==> config.mk <==
export PLATFORM = sky130hd
export DESIGN_NAME = sr_pq_ctrl_flat
export DESIGN_NICKNAME = d
export VERILOG_FILES = /design/src/rtl/pq_pkg.sv /design/src/rtl/sr_pq_ctrl_if.sv /design/src/rtl/sr_pq_ctrl.sv /design/src/flat_wrapper.sv
export SDC_FILE = /design/constraint.sdc
export NUM_CORES = 1
export LEC_CHECK = 0
export BUFFER_PORTS_ARGS = -buffer_cell sky130_fd_sc_hd__buf_2
export CORE_MARGIN = 4
export CORE_UTILIZATION = 50
export DETAILED_ROUTE_END_ITERATION = 6
export GPL_TIMING_DRIVEN = 0
export PLACE_DENSITY_LB_ADDON = 0.1
export SLEW_MARGIN = 15
export SYNTH_ARGS = -nofsm -noshare
export SYNTH_HDL_FRONTEND = slang
export SYNTH_SLANG_ARGS = --single-unit
export TNS_END_PERCENT = 100
==> constraint.sdc <==
create_clock -name clk -period 6.6 [get_ports clk]
set_input_delay 1.32 -clock clk [delete_from_list [all_inputs] [get_ports clk]]
set_output_delay 1.32 -clock clk [all_outputs]
set_load 0.01 [all_outputs]
==> src/rtl/pq_pkg.sv <==
// Shared key-value type for the shift-register priority queue and its controller.
package pq_pkg;

  localparam int unsigned KEY_W = 8;
  localparam int unsigned VAL_W = 8;

  typedef struct packed {
    logic [KEY_W-1:0] key;
    logic [VAL_W-1:0] val;
  } kv_t;

  // Largest key marks an empty slot so it always sorts behind real entries.
  localparam kv_t KV_EMPTY = '{key: '1, val: '0};

endpackage

==> src/rtl/sr_pq_ctrl_if.sv <==
// Requester-side push/pop/flush handshake of the priority-queue controller.
interface sr_pq_ctrl_if;

  logic          push_valid;
  logic          push_ready;
  pq_pkg::kv_t   push_kv;
  logic          pop_valid;
  logic          pop_ready;
  pq_pkg::kv_t   pop_kv;
  logic          pop_kv_valid;
  logic          flush;

  modport master (
    output push_valid, push_kv, pop_valid, flush,
    input  push_ready, pop_ready, pop_kv, pop_kv_valid
  );

  modport slave (
    input  push_valid, push_kv, pop_valid, flush,
    output push_ready, pop_ready, pop_kv, pop_kv_valid
  );

endinterface

==> src/rtl/sr_pq_ctrl.sv <==
// Controller for a shift-register priority queue: push/pop handshake, min bypass,
// occupancy tracking and a flush sequencer that drains the array one entry per cycle.
module sr_pq_ctrl
  import pq_pkg::*;
#(
  parameter int unsigned DEPTH = 8,
  parameter int unsigned CW    = $clog2(DEPTH + 1)
) (
  input  logic           clk,
  input  logic           rst,
  sr_pq_ctrl_if.slave    req,
  output logic           pq_push,
  output logic           pq_pop,
  output kv_t            pq_kvi,
  input  kv_t            pq_head,
  output logic [CW-1:0]  count,
  output logic           full,
  output logic           empty,
  output logic           busy
);

  typedef enum logic [0:0] {StRun, StFlush} state_e;

  state_e        state_q, state_d;
  logic [CW-1:0] count_q, count_d;
  kv_t           pop_kv_q, pop_kv_d;
  logic          pop_kv_valid_q, pop_kv_valid_d;

  logic push_acc, pop_acc, bypass;

  always_comb begin
    full  = (count_q == CW'(DEPTH));
    empty = (count_q == '0);
    busy  = (state_q == StFlush);

    pq_kvi         = req.push_kv;
    req.pop_ready  = 1'b0;
    req.push_ready = 1'b0;
    pq_push        = 1'b0;
    pq_pop         = 1'b0;
    push_acc       = 1'b0;
    pop_acc        = 1'b0;
    bypass         = 1'b0;
    state_d        = state_q;
    count_d        = count_q;
    pop_kv_d       = pop_kv_q;
    pop_kv_valid_d = 1'b0;

    unique case (state_q)
      StRun: begin
        req.pop_ready  = !empty && !req.flush;
        req.push_ready = !req.flush && (!full || (req.pop_valid && req.pop_ready));
        push_acc = req.push_valid && req.push_ready;
        pop_acc  = req.pop_valid && req.pop_ready;
        // A new key below the current head goes straight back out; the array is untouched.
        bypass   = push_acc && pop_acc && (req.push_kv.key < pq_head.key);
        pq_push  = push_acc && !bypass;
        pq_pop   = pop_acc && !bypass;

        if (push_acc && !pop_acc) begin
          count_d = count_q + CW'(1);
        end else if (pop_acc && !push_acc) begin
          count_d = count_q - CW'(1);
        end

        if (pop_acc) begin
          pop_kv_d       = bypass ? req.push_kv : pq_head;
          pop_kv_valid_d = 1'b1;
        end

        if (req.flush) begin
          state_d = StFlush;
        end
      end
      StFlush: begin
        if (!empty) begin
          pq_pop  = 1'b1;
          count_d = count_q - CW'(1);
        end else begin
          state_d = StRun;
        end
      end
      default: state_d = StRun;
    endcase
  end

  always_ff @(posedge clk or posedge rst) begin
    if (rst) begin
      state_q        <= StRun;
      count_q        <= '0;
      pop_kv_q       <= KV_EMPTY;
      pop_kv_valid_q <= 1'b0;
    end else begin
      state_q        <= state_d;
      count_q        <= count_d;
      pop_kv_q       <= pop_kv_d;
      pop_kv_valid_q <= pop_kv_valid_d;
    end
  end

  assign count            = count_q;
  assign req.pop_kv       = pop_kv_q;
  assign req.pop_kv_valid = pop_kv_valid_q;

endmodule

==> src/flat_wrapper.sv <==
// flat-port wrapper written by rule: the top's interface ports become plain ports
module sr_pq_ctrl_flat import pq_pkg::*;
#(
  parameter int unsigned DEPTH = 8,
  parameter int unsigned CW    = $clog2(DEPTH + 1)
)
  (clk, rst, pq_push, pq_pop, pq_kvi, pq_head, count, full, empty, busy, req_push_valid, req_push_kv, req_pop_valid, req_flush, req_push_ready, req_pop_ready, req_pop_kv, req_pop_kv_valid);
  sr_pq_ctrl_if req_i ();
  input  logic clk;
  input  logic rst;
  output logic pq_push;
  output logic pq_pop;
  output kv_t pq_kvi;
  input  kv_t pq_head;
  output logic [CW-1:0] count;
  output logic full;
  output logic empty;
  output logic busy;
  input wire logic [$bits(req_i.push_valid)-1:0] req_push_valid;
  input wire logic [$bits(req_i.push_kv)-1:0] req_push_kv;
  input wire logic [$bits(req_i.pop_valid)-1:0] req_pop_valid;
  input wire logic [$bits(req_i.flush)-1:0] req_flush;
  output wire logic [$bits(req_i.push_ready)-1:0] req_push_ready;
  output wire logic [$bits(req_i.pop_ready)-1:0] req_pop_ready;
  output wire logic [$bits(req_i.pop_kv)-1:0] req_pop_kv;
  output wire logic [$bits(req_i.pop_kv_valid)-1:0] req_pop_kv_valid;
  assign req_i.push_valid = req_push_valid;
  assign req_i.push_kv = req_push_kv;
  assign req_i.pop_valid = req_pop_valid;
  assign req_i.flush = req_flush;
  assign req_push_ready = req_i.push_ready;
  assign req_pop_ready = req_i.pop_ready;
  assign req_pop_kv = req_i.pop_kv;
  assign req_pop_kv_valid = req_i.pop_kv_valid;
  sr_pq_ctrl #(.DEPTH(DEPTH), .CW(CW)) u_core (.clk(clk), .rst(rst), .req(req_i), .pq_push(pq_push), .pq_pop(pq_pop), .pq_kvi(pq_kvi), .pq_head(pq_head), .count(count), .full(full), .empty(empty), .busy(busy));
endmodule
Yosys cells after proc, flatten, opt, wreduce, memory -nomap -nowiden

Index checks and enable logic that the tools add are counted.

Flip-flop bits (word level): 22
Bits of input ports: 37
Output and inout bits: 44

Add/subtract/negate cells: 2
Order comparisons: 1
Equal/unequal tests: 3
Multiplexer cells: 14
Bitwise gates (word level): 1
Reduce and logical (&&, ||, !) cells: 20

Operators by type and width:

| kind                                              | count |
|---|---|
| 2-to-1 mux 16 bit                                 | 1 |
| 2-to-1 mux 4 bit                                  | 3 |
| logical AND 1 bit                                 | 10 |
| < comparator 8 bit                                | 1 |
| one-hot mux 4 bit (2 select lines)                | 1 |
| 2-to-1 mux 1 bit                                  | 7 |
| logical NOT 1 bit                                 | 6 |
| adder 4 x 1 -> 4 bit (second input constant)      | 1 |
| == test 4 bit (second input constant)             | 1 |
| logical NOT 4 bit                                 | 1 |
| one-hot mux 1 bit (2 select lines)                | 2 |
| AND reduction 2 bit                               | 2 |
| subtractor 4 x 1 -> 4 bit (second input constant) | 1 |
| != test 3 x 1 -> 1 bit (second input constant)    | 1 |
| != test 2 bit (second input constant)             | 1 |
| logical OR 1 bit                                  | 1 |
| NOT 1 bit                                         | 1 |

Logic depth before layout (Yosys ltp)

Gate-level depths: netlist of run 1.

Depth in word-level cells: 12
Mapped depth: 12
Depth with buffers taken out: 11

Worst setup path before layout of run 1

No wires, ideal clock.

Path type: input-to-output
Start point: input port req_pop_valid
End point: output port pq_pop
Arrival: 2.670 ns
Path slack: 2.610 ns
Stages on the path: 8
Path buffers: 1
Cell sequence: nor2b_1 > nor3b_1 > ha_1 > nor2b_1 > and3_1 > clkbuf_1 > o21ai_0 > a22o_1

Word-level cells in the longest chain between the ends: 9

Ends and longest elaborated chain:

| element                              | RTL line                           | text |
|---|---|---|
| start, declared                      | flat_wrapper.sv:21                 | `input wire logic [$bits(req_i.pop_valid)-1:0] req_pop_valid;` |
| logical AND 1 bit *                  | sr_pq_ctrl.sv:52, sr_pq_ctrl.sv:54 |  |
| logical OR 1 bit                     | sr_pq_ctrl.sv:52                   | `req.push_ready = !req.flush && (!full \|\| (req.pop_valid && req.pop_ready));` |
| logical AND 1 bit                    | sr_pq_ctrl.sv:52                   |  |
| logical AND 1 bit                    | sr_pq_ctrl.sv:53                   | `push_acc = req.push_valid && req.push_ready;` |
| logical AND 1 bit (2 in a row)       | sr_pq_ctrl.sv:56                   | `bypass = push_acc && pop_acc && (req.push_kv.key < pq_head.key);` |
| logical NOT 1 bit                    | sr_pq_ctrl.sv:58                   | `pq_pop = pop_acc && !bypass;` |
| logical AND 1 bit *                  | sr_pq_ctrl.sv:58                   |  |
| one-hot mux 1 bit (2 select lines) * | sr_pq_ctrl.sv:49                   | `unique case (state_q)` |
| end, declared                        | flat_wrapper.sv:12                 | `output logic pq_pop;` |

Every way passes the cells marked *; elsewhere a longest branch is shown, timed or not.

Worst setup path in the final report of run 1

Same ends and word-level chain as after synthesis.

==> metrics.yaml, run 1 <==
status: "finished, final reports clean"
drtIter0Drc: 81
synth.most_common_cell: "nand2_1"
synth_commonest_cells: "19 x nand2_1, 17 x buf_4, 17 x nor2_1, 17 x o211ai_1, 16 x a2bb2oi_1"
grt_pass1_wl_um: 7220
syn_nets: 242
grt_pass1_vias: 1601
drive_gt1_share_pct: 44.8
setup_viol: 0
wl_per_cell_um: 13.5
syn_area_per_cell_um2: 8.95
report.final.hold_viol_count: 0
multi_input_area_um2: 911
tns_ns: 0
tritoncts: "done"
min_path_cells: 2
ctsHoldBuffers: 0
dieArea_um2: 4460
gr-total-overflow: 0
crit_arrival_ns: 3.17
h-tree-depth: 1
synth_area_leaders: "dfrtp_1 20%, dfstp_2 12%, ha_1 8.7%"
cpMaxStageDelayCell: "nor3b_1"
hpwl_um: 3450
powerDensity_nw_per_um2: 314
coreArea_um2: 3340
crit_type: "primary input to output pin"
critPathLaunchType: "primary input"
fmax_mhz: 223
worst-path-max-fanout: 8
grt_start_max_net_pins: 23
skew_ns: 0.00578
async_flop_share_pct: 100
grt.total_usage_pct: 21.0
post-route-drc-count: 0
rsz0062_at_grt: "no"
synthCells: 193
dr.pass1.iters: 4
fin_crit_ns: 4.49
ys_ff_latch: 22
numCtsBuffers: 3
slew_violations: 0
path_cells: "buf_2, nor2b_1, nor3b_1, ha_1, nor2b_1, and3_1, clkbuf_1, o21ai_0, a22o_1, buf_2"
wirelength_um: 4350
ir_drop_mv: 0.145
ys_warn_count: 0
period_share_pct: 68.0
start_util_pct: 51.7
power_leakage_nw: 1.11
worst_pin_slew_ns: 0.830
r2r.worst_path.cells: 12
die_h_um: 66.8
fin_nets: 327
cts_root_buffer: "clkbuf_4"
yosys.area.top_type_share_pct: 20.3
regArea_um2: 561
antenna_found_initial: 0
vias: 1760
power.total_mw: 0.693
rows: 21
avgViaCountPerCell: 5.45
crit_required_ns: 5.28
clkSinkCount: 22
clock_latency_ns: 0.31
worst-path-stages: 10
path_clk_slew_ns: 0.12
crit_family: "simple AND/OR/NAND/NOR gates"
cts_resized: 0
synth_cell_types: 35
post_cts_buffers: 0
synth_edf_count: 0
crit_buf_inv: 3
ant_nets: 0
ios: 81
worst_hold_path_type: "flop to flop"
max_stage_delay_ns: 0.34
syn_area_um2: 1730
synthFlopType: "dfrtp_1"
syn_to_final_growth_pct: 28.0
globalplace.congestion: 0.790
crit_path_end_kind: "output pin"
slew_headroom_pct: 44.6
chipWidth_um: 66.8
maxCapViolations: 0
diodes: 0
cts_buffer_depth: 2
ys_seq_area_share_pct: 32.5
io_buffers: 80
fillCellCount: 332
netlist.top_cell.by_area: "dfrtp_1"
## worst register-to-register path, stage by stage, from the launching register on
cell and delay [ns]:
dfrtp_1 0.46, inv_1 0.09, ha_1 0.20, and3b_1 0.19
nor2b_1 0.14, nor3b_1 0.34, ha_1 0.21, nor2b_1 0.15
and3_1 0.16, clkbuf_1 0.28, buf_2 0.31, o211ai_1 0.13
a31oi_1 0.18
## metrics by stage
stage | instance area, um^2 | worst slack, ns | instances | util (%) | hold WS [ns]
3_5_place_dp | 2180 | 2.08 | 319 | 65.5 | 0.490
5_1_grt | 2210 | 1.91 | 323 | 66.3 | 0.524
2_1_floorplan | 1730 | 2.61 | 193 | - | 0.506
3_3_place_gp | 2180 | 2.12 | 319 | 65.5 | 0.491
6_report | 2210 | 2.11 | 323 | 66.3 | 0.505
4_1_cts | 2210 | 2.08 | 323 | 66.3 | 0.507
## layer usage
layer | part of all wire (%) | GRT usage [%] | vias to the layer above
met5 | 0 | 0 | -
met4 | 0.92 | 6.09 | 0
met3 | 8.4 | 2.70 | 6
met2 | 50 | 36.8 | 80
met1 | 41 | 26.8 | 819
li1 | - | - | 855
## path summary, 6_finish.rpt
| kind | start | end | slack (ns) |
|---|---|---|---|
| worst max-delay path | req_pop_valid | pq_pop | 2.11 |
| worst min-delay path | u_core.req.pop_kv[14] | u_core.req.pop_kv[14] | 0.51 |
| worst max register to register | u_core.count[0] | u_core.req.pop_kv[14] | 3.69 |
| worst min register to register | u_core.req.pop_kv[14] | u_core.req.pop_kv[14] | 0.51 |
| max in group asynchronous | rst | u_core.req.pop_kv[0] | 4.94 |
| min in group asynchronous | rst | u_core.count[0] | 1.15 |
## flip-flops by register name, indices dropped and copies added (netlist names)
signal                   count
u_core.busy                  1
u_core.count                 4
u_core.req.pop_kv           16
u_core.req.pop_kv_valid      1
## cell families after synthesis
group	share of synthesized area, %
adders and majority gates	8.70
xor gates and xnor gates	2.03
buffers and inverters	14.8
and+or+nand+nor	15.1
muxes	1.16
DFF	32.5
AOI/OAI and AO/OA	25.7
## where the power goes
group	switching (mW)	internal (mW)
sequential	0.0453	0.221
combinational	0.190	0.173
clock	0.0410	0.0236
total	0.276	0.417
## cell type report
cell class	instances	share of cell area [%]
sequential	22	25.4
clock buffer	4	1.19
inverter	12	2.04
buffer	29	9.51
tap	46	2.60
timing repair buffer	80	18.1
multi-input combinational	130	41.2
## placed cells by master, fill, tap and decap left out, types with 4 or more instances in the layout
| cell | synthesis | final |
|---|---|---|
| a2bb2oi_1 | 16 | 16 |
| a31oi_1 | 14 | 14 |
| buf_2 | 6 | 86 |
| buf_4 | 17 | 17 |
| buf_6 | 4 | 4 |
| dfrtp_1 | 14 | 14 |
| dfstp_2 | 8 | 8 |
| ha_1 | 12 | 12 |
| inv_1 | 12 | 12 |
| nand2_1 | 19 | 19 |
| nor2_1 | 17 | 17 |
| o211ai_1 | 17 | 17 |
(Power assumes the default switching activity.)
==> inputs of run 2 (changes only) <==
- ABC_AREA: unset -> 1
- CORE_UTILIZATION: 50 -> 47
- clock period: 6.6 -> 4.4 ns (I/O delays scaled with it)
==> run 2 against run 1 <==
Sequential share of layout area shrank 0.28 points. Cell count is 11% higher. Combinational power increased by 40%. Critical endpoint is now pq_push. Largest cell class unchanged. Largest power group unchanged.
==> metrics.yaml, run 2 <==
dpl_cell_area_um2: 2190
synth_cell_types: 27
ys_warn_count: 0
ir_drop_mv: 0.171
crit_path_end_kind: "output pin"
dr.pass1.iters: 4
power.internal_mw: 0.599
path_clk_slew_ns: 0.08
regArea_um2: 561
antenna_found_initial: 0
synthFlopType: "dfrtp_1"
tns_ns: 0
globalplace.congestion: 0.736
critPathLaunchType: "flop"
grt_pass1_wl_um: 6240
slew_violations: 0
die_h_um: 68.7
wl_per_cell_um: 10.5
combPwrFrac_pct: 50.1
cts_resized: 0
power_frac_clock_pct: 12.4
cpMostUsedCell: "inv_1"
maxCapViolations: 0
clock_latency_ns: 0.26
ctsHoldBuffers: 0
ys_ff_latch: 22
syn_area_um2: 1730
io_buffers: 80
wirelength_um: 3800
period_share_pct: 77.9
final_util_pct: 65.0
gr-total-overflow: 0
async_flop_share_pct: 100
ys_seq_area_share_pct: 32.3
power_leakage_nw: 1.41
worst_pin_slew_ns: 0.782
final_cell_mix: "83 x buf_2, 54 x nand2_1, 45 x inv_1"
grt_start_max_net_pins: 23
largest_register_ffs: 16
routed.top_layer: "met4"
fin_crit_ns: 3.43
diodes: 0
wl_met2_um: 1840
synthCells: 230
clkSinkCount: 22
worst_hold_path_type: "flop to flop"
yosys.area.top_type_share_pct: 20.2
crit_required_ns: 3.52
syn_nets: 279
rsz0062_at_grt: "no"
ant_nets: 0
max_stage_delay_ns: 0.43
syn_to_final_growth_pct: 29.0
rows: 21
fmax_mhz: 292
ios: 81
drtIter0Drc: 54
multi_input_area_um2: 800
start_util_pct: 50.3
synth_edf_count: 0
h-tree-depth: 1
cts_buffer_depth: 2
syn_area_per_cell_um2: 7.53
grt_pass1_vias: 1495
fin_area_um2: 2240
netlist.top_cell.by_area: "dfrtp_1"
numCtsBuffers: 3
grt.total_usage_pct: 17.4
route.met3.wl_um: 275
worst-path-max-fanout: 8
path_cells: "inv_1, ha_1, nand3_2, nand3_4, o21ai_0, nand2_1, inv_1, ha_1, nand2_1, nor2_1, and3_1, buf_6, nand2_8, inv_1, nor3_1, buf_2"
synth_area_leaders: "dfrtp_1 20%, dfstp_2 12%, nand2_1 12%"
crit_arrival_ns: 2.55
avgViaCountPerCell: 4.43
drive_gt1_share_pct: 43.0
fillCellCount: 345
slew_headroom_pct: 47.8
vias: 1594
fin_nets: 364
drt-met1-wl_um: 1620
synth_commonest_cells: "54 x nand2_1, 45 x inv_1, 33 x nand3_1"
powerDensity_nw_per_um2: 453
hpwl_um: 3060
chipWidth_um: 68.7
crit_type: "flop to output pin"
synth.most_common_cell: "nand2_1"
cts_root_buffer: "clkbuf_8"
setup_viol: 0
post_cts_buffers: 0
tritoncts: "done"
skew_ns: 0.00199
holdWs_ns: 0.468
status: "finished, final reports clean"
final_common_cell: "buf_2"
dieArea_um2: 4720
power.share.sequential_pct: 37.4
post-route-drc-count: 0
p_switching_mw: 0.413
sw_frac_of_total_pct: 40.8
coreArea_um2: 3440
report.final.hold_viol_count: 0
cpMaxStageDelayCell: "dfrtp_1"
-- run 2: cells by family after synthesis --
| kind of cell | after synthesis | synth area share, % |
|---|---|---|
| buf+inv | 72 | 21.5 |
| compound gates | 8 | 2.60 |
| flops | 22 | 32.3 |
| fa+ha+maj | 12 | 8.66 |
| xor+xnor | 4 | 2.02 |
| simple gates | 112 | 32.9 |
-- run 2: final timing paths --
path / start / to / slack, ns / depth (start not counted)
setup / recovery: u_core.count[0] / pq_push / 0.97 / 16
hold / removal: u_core.req.pop_kv[8] / u_core.req.pop_kv[8] / 0.47 / 2
setup reg to reg: u_core.count[0] / u_core.req.pop_kv[0] / 2.00 / 16
hold reg to reg: u_core.req.pop_kv[8] / u_core.req.pop_kv[8] / 0.47 / 2
max in group asynchronous: rst / u_core.req.pop_kv[6] / 3.16 / 2
min in group asynchronous: rst / u_core.count[1] / 0.75 / 2
-- run 2: worst max-delay path: cells and delay by family, from the launching register on --
family | cells | cell delay, ns
buf+inv | 5 | 0.52
flops | 1 | 0.43
compound gates | 1 | 0.12
simple gates | 8 | 0.81
fa+ha+maj | 2 | 0.39
-- run 2: routing by layer --
layer / track usage [%] / up-vias
li1: - / 851
met1: 21.4 / 682
met2: 30.4 / 56
met3: 2.59 / 5
met4: 6.81 / 0
met5: 0 / -
-- run 2: per-stage QoR --
step,instances,power [mW],worst slack (ns)
5_1_grt,360,1.11,0.629
2_1_floorplan,230,0.705,1.30
6_report,360,1.01,0.972
3_5_place_dp,356,0.897,1.02
4_1_cts,360,1.03,0.945
3_3_place_gp,356,0.883,1.00
-- run 2: area by class of cell --
cell class | count | share of cell area, %
sequential | 22 | 25.1
timing repair buffer | 80 | 17.9
inverter | 49 | 8.23
tap | 46 | 2.57
clock inverter | 1 | 0.168
clock buffer | 3 | 1.85
buffer | 23 | 8.45
multi-input combinational | 136 | 35.8
-- run 2: power by group through the flow --
stage | sequential, mW | clock (mW) | combinational [mW]
after floorplan | 0.426 | 0 | 0.279
after global placement | 0.380 | 0 | 0.503
after detailed placement | 0.383 | 0 | 0.514
after CTS | 0.380 | 0.130 | 0.517
after global routing | 0.393 | 0.139 | 0.583
final | 0.379 | 0.126 | 0.507
==> inputs of run 3 (changes only) <==
- ABC_AREA: 1 -> 0
- clock period: 4.4 -> 3.2 ns (I/O delays scaled with it)
==> run 3 against run 2 <==
Cell count shrank 8.6%. Non-clock buffer count is 13 higher. Global-route usage is 2.3 points higher. Largest cell class unchanged. Routed wire length up 16%. Combinational power rose by 60%. Via count increased by 7.7%. Core utilization increased by 2.1 points. Die area decreased by 0.32%. Flip-flop and latch count unchanged.
==> metrics.yaml, run 3 (same netlist as run 1, synthesis figures left out) <==
vias: 1717
cts_buffer_depth: 2
multi_input_area_um2: 936
status: "finished, final reports clean"
skew_ns: 0.00491
crit_type: "flop to output pin"
ant_nets: 0
slew_violations: 0
crit_required_ns: 2.56
fillCellCount: 300
hpwl_um: 3340
tritoncts: "done"
worst_hold_path_type: "flop to flop"
wl_per_cell_um: 13.4
worst_pin_slew_ns: 0.847
worst-path-max-fanout: 3
grt_pass1_vias: 1550
power_leakage_nw: 1.15
dieArea_um2: 4710
final_common_cell: "buf_2"
slew_headroom_pct: 43.5
globalplace.congestion: 0.794
rows: 21
pre_cts_ws_ns: -0.168
maxCapViolations: 0
gr-total-overflow: 0
ir_drop_mv: 0.285
dr.pass1.iters: 4
numCtsBuffers: 3
crit_arrival_ns: 2.42
regArea_um2: 561
final_util_pct: 67.0
r2r.worst_path.cells: 11
diodes: 0
path_clk_slew_ns: 0.07
syn_to_final_growth_pct: 33.6
holdWs_ns: 0.501
setup_ws_ns: 0.138
fmax_mhz: 327
start_util_pct: 50.2
powerDensity_nw_per_um2: 657
grt_start_max_net_pins: 23
largest_register_ffs: 16
post-route-drc-count: 0
h-tree-depth: 1
antenna_found_initial: 0
period_share_pct: 95.7
grt_pass1_wl_um: 7090
grt.total_usage_pct: 19.7
die_h_um: 68.6
crit_path_end_kind: "output pin"
critPathLaunchType: "flop"
chipWidth_um: 68.6
clock_latency_ns: 0.26
final_cell_mix: "86 x buf_2, 25 x buf_4, 19 x nand2_1"
avgViaCountPerCell: 5.22
fin_nets: 334
coreArea_um2: 3440
ios: 81
report.final.hold_viol_count: 0
setup_viol: 0
clkSinkCount: 22
fin_crit_ns: 3.06
drtIter0Drc: 93
drive_gt1_share_pct: 48.8
cts_root_buffer: "clkbuf_8"
wirelength_um: 4420
io_buffers: 80
min_path_cells: 2
## run 3: worst max-delay path: stages (launching register included)
cell	delay, ns
dfrtp_1	0.38
inv_1	0.07
ha_2	0.17
and3b_1	0.18
nor2b_2	0.16
nor3b_2	0.26
ha_2	0.21
nor2b_4	0.13
and3_4	0.20
o21ai_1	0.08
a22o_1	0.21
buf_2	0.13
## run 3: layout make-up
class | instances | area share, %
flip-flops and latches | 22 | 24.3
multi-input cells | 130 | 40.6
well taps | 46 | 2.49
clock buffers | 3 | 1.79
inverters | 12 | 1.95
repair buffers | 88 | 20.0
plain buffers | 28 | 8.95
## run 3: what timing repair did
item	CTS	global route
pin swaps	0	4
endpoints found under the setup margin	2	2
resized for setup	3	6
hold buffers	0	0
setup buffers	2	6
## run 3: worst paths after layout
path                                        from               endpoint  slack, ns
setup / recovery                 u_core.count[1]                 pq_pop       0.14
hold / removal             u_core.req.pop_kv[15]  u_core.req.pop_kv[15]       0.50
setup reg to reg                 u_core.count[1]   u_core.req.pop_kv[8]       0.67
hold reg to reg            u_core.req.pop_kv[15]  u_core.req.pop_kv[15]       0.50
max in group asynchronous                    rst   u_core.req.pop_kv[0]       2.13
min in group asynchronous                    rst   u_core.req.pop_kv[1]       0.54
## run 3: where the power goes
part	leakage, nW	switching (mW)	internal, mW	total, mW
sequential	0.246	0.0816	0.456	0.538
combinational	0.882	0.415	0.394	0.809
clock	0.0216	0.0841	0.0839	0.168
total	1.15	0.580	0.934	1.51
## run 3: stage by stage
| stage | power, mW | cells | instance area (um^2) | TNS [ns] |
|---|---|---|---|---|
| after floorplan | 1.03 | 193 | 1730 | 0 |
| after global placement | 1.30 | 319 | 2180 | -0.287 |
| after detailed placement | 1.31 | 319 | 2180 | -0.300 |
| after CTS | 1.51 | 323 | 2250 | 0 |
| after global routing | 1.65 | 329 | 2310 | -0.0373 |
| final | 1.51 | 329 | 2310 | 0 |
## run 3: per-layer routing
layer,GRT usage (%),vias to the layer above,routed length [um]
met3,3.73,2,391
met4,3.97,0,23
met2,31.6,79,2060
met5,0,-,0
met1,27.4,766,1940
li1,-,870,-
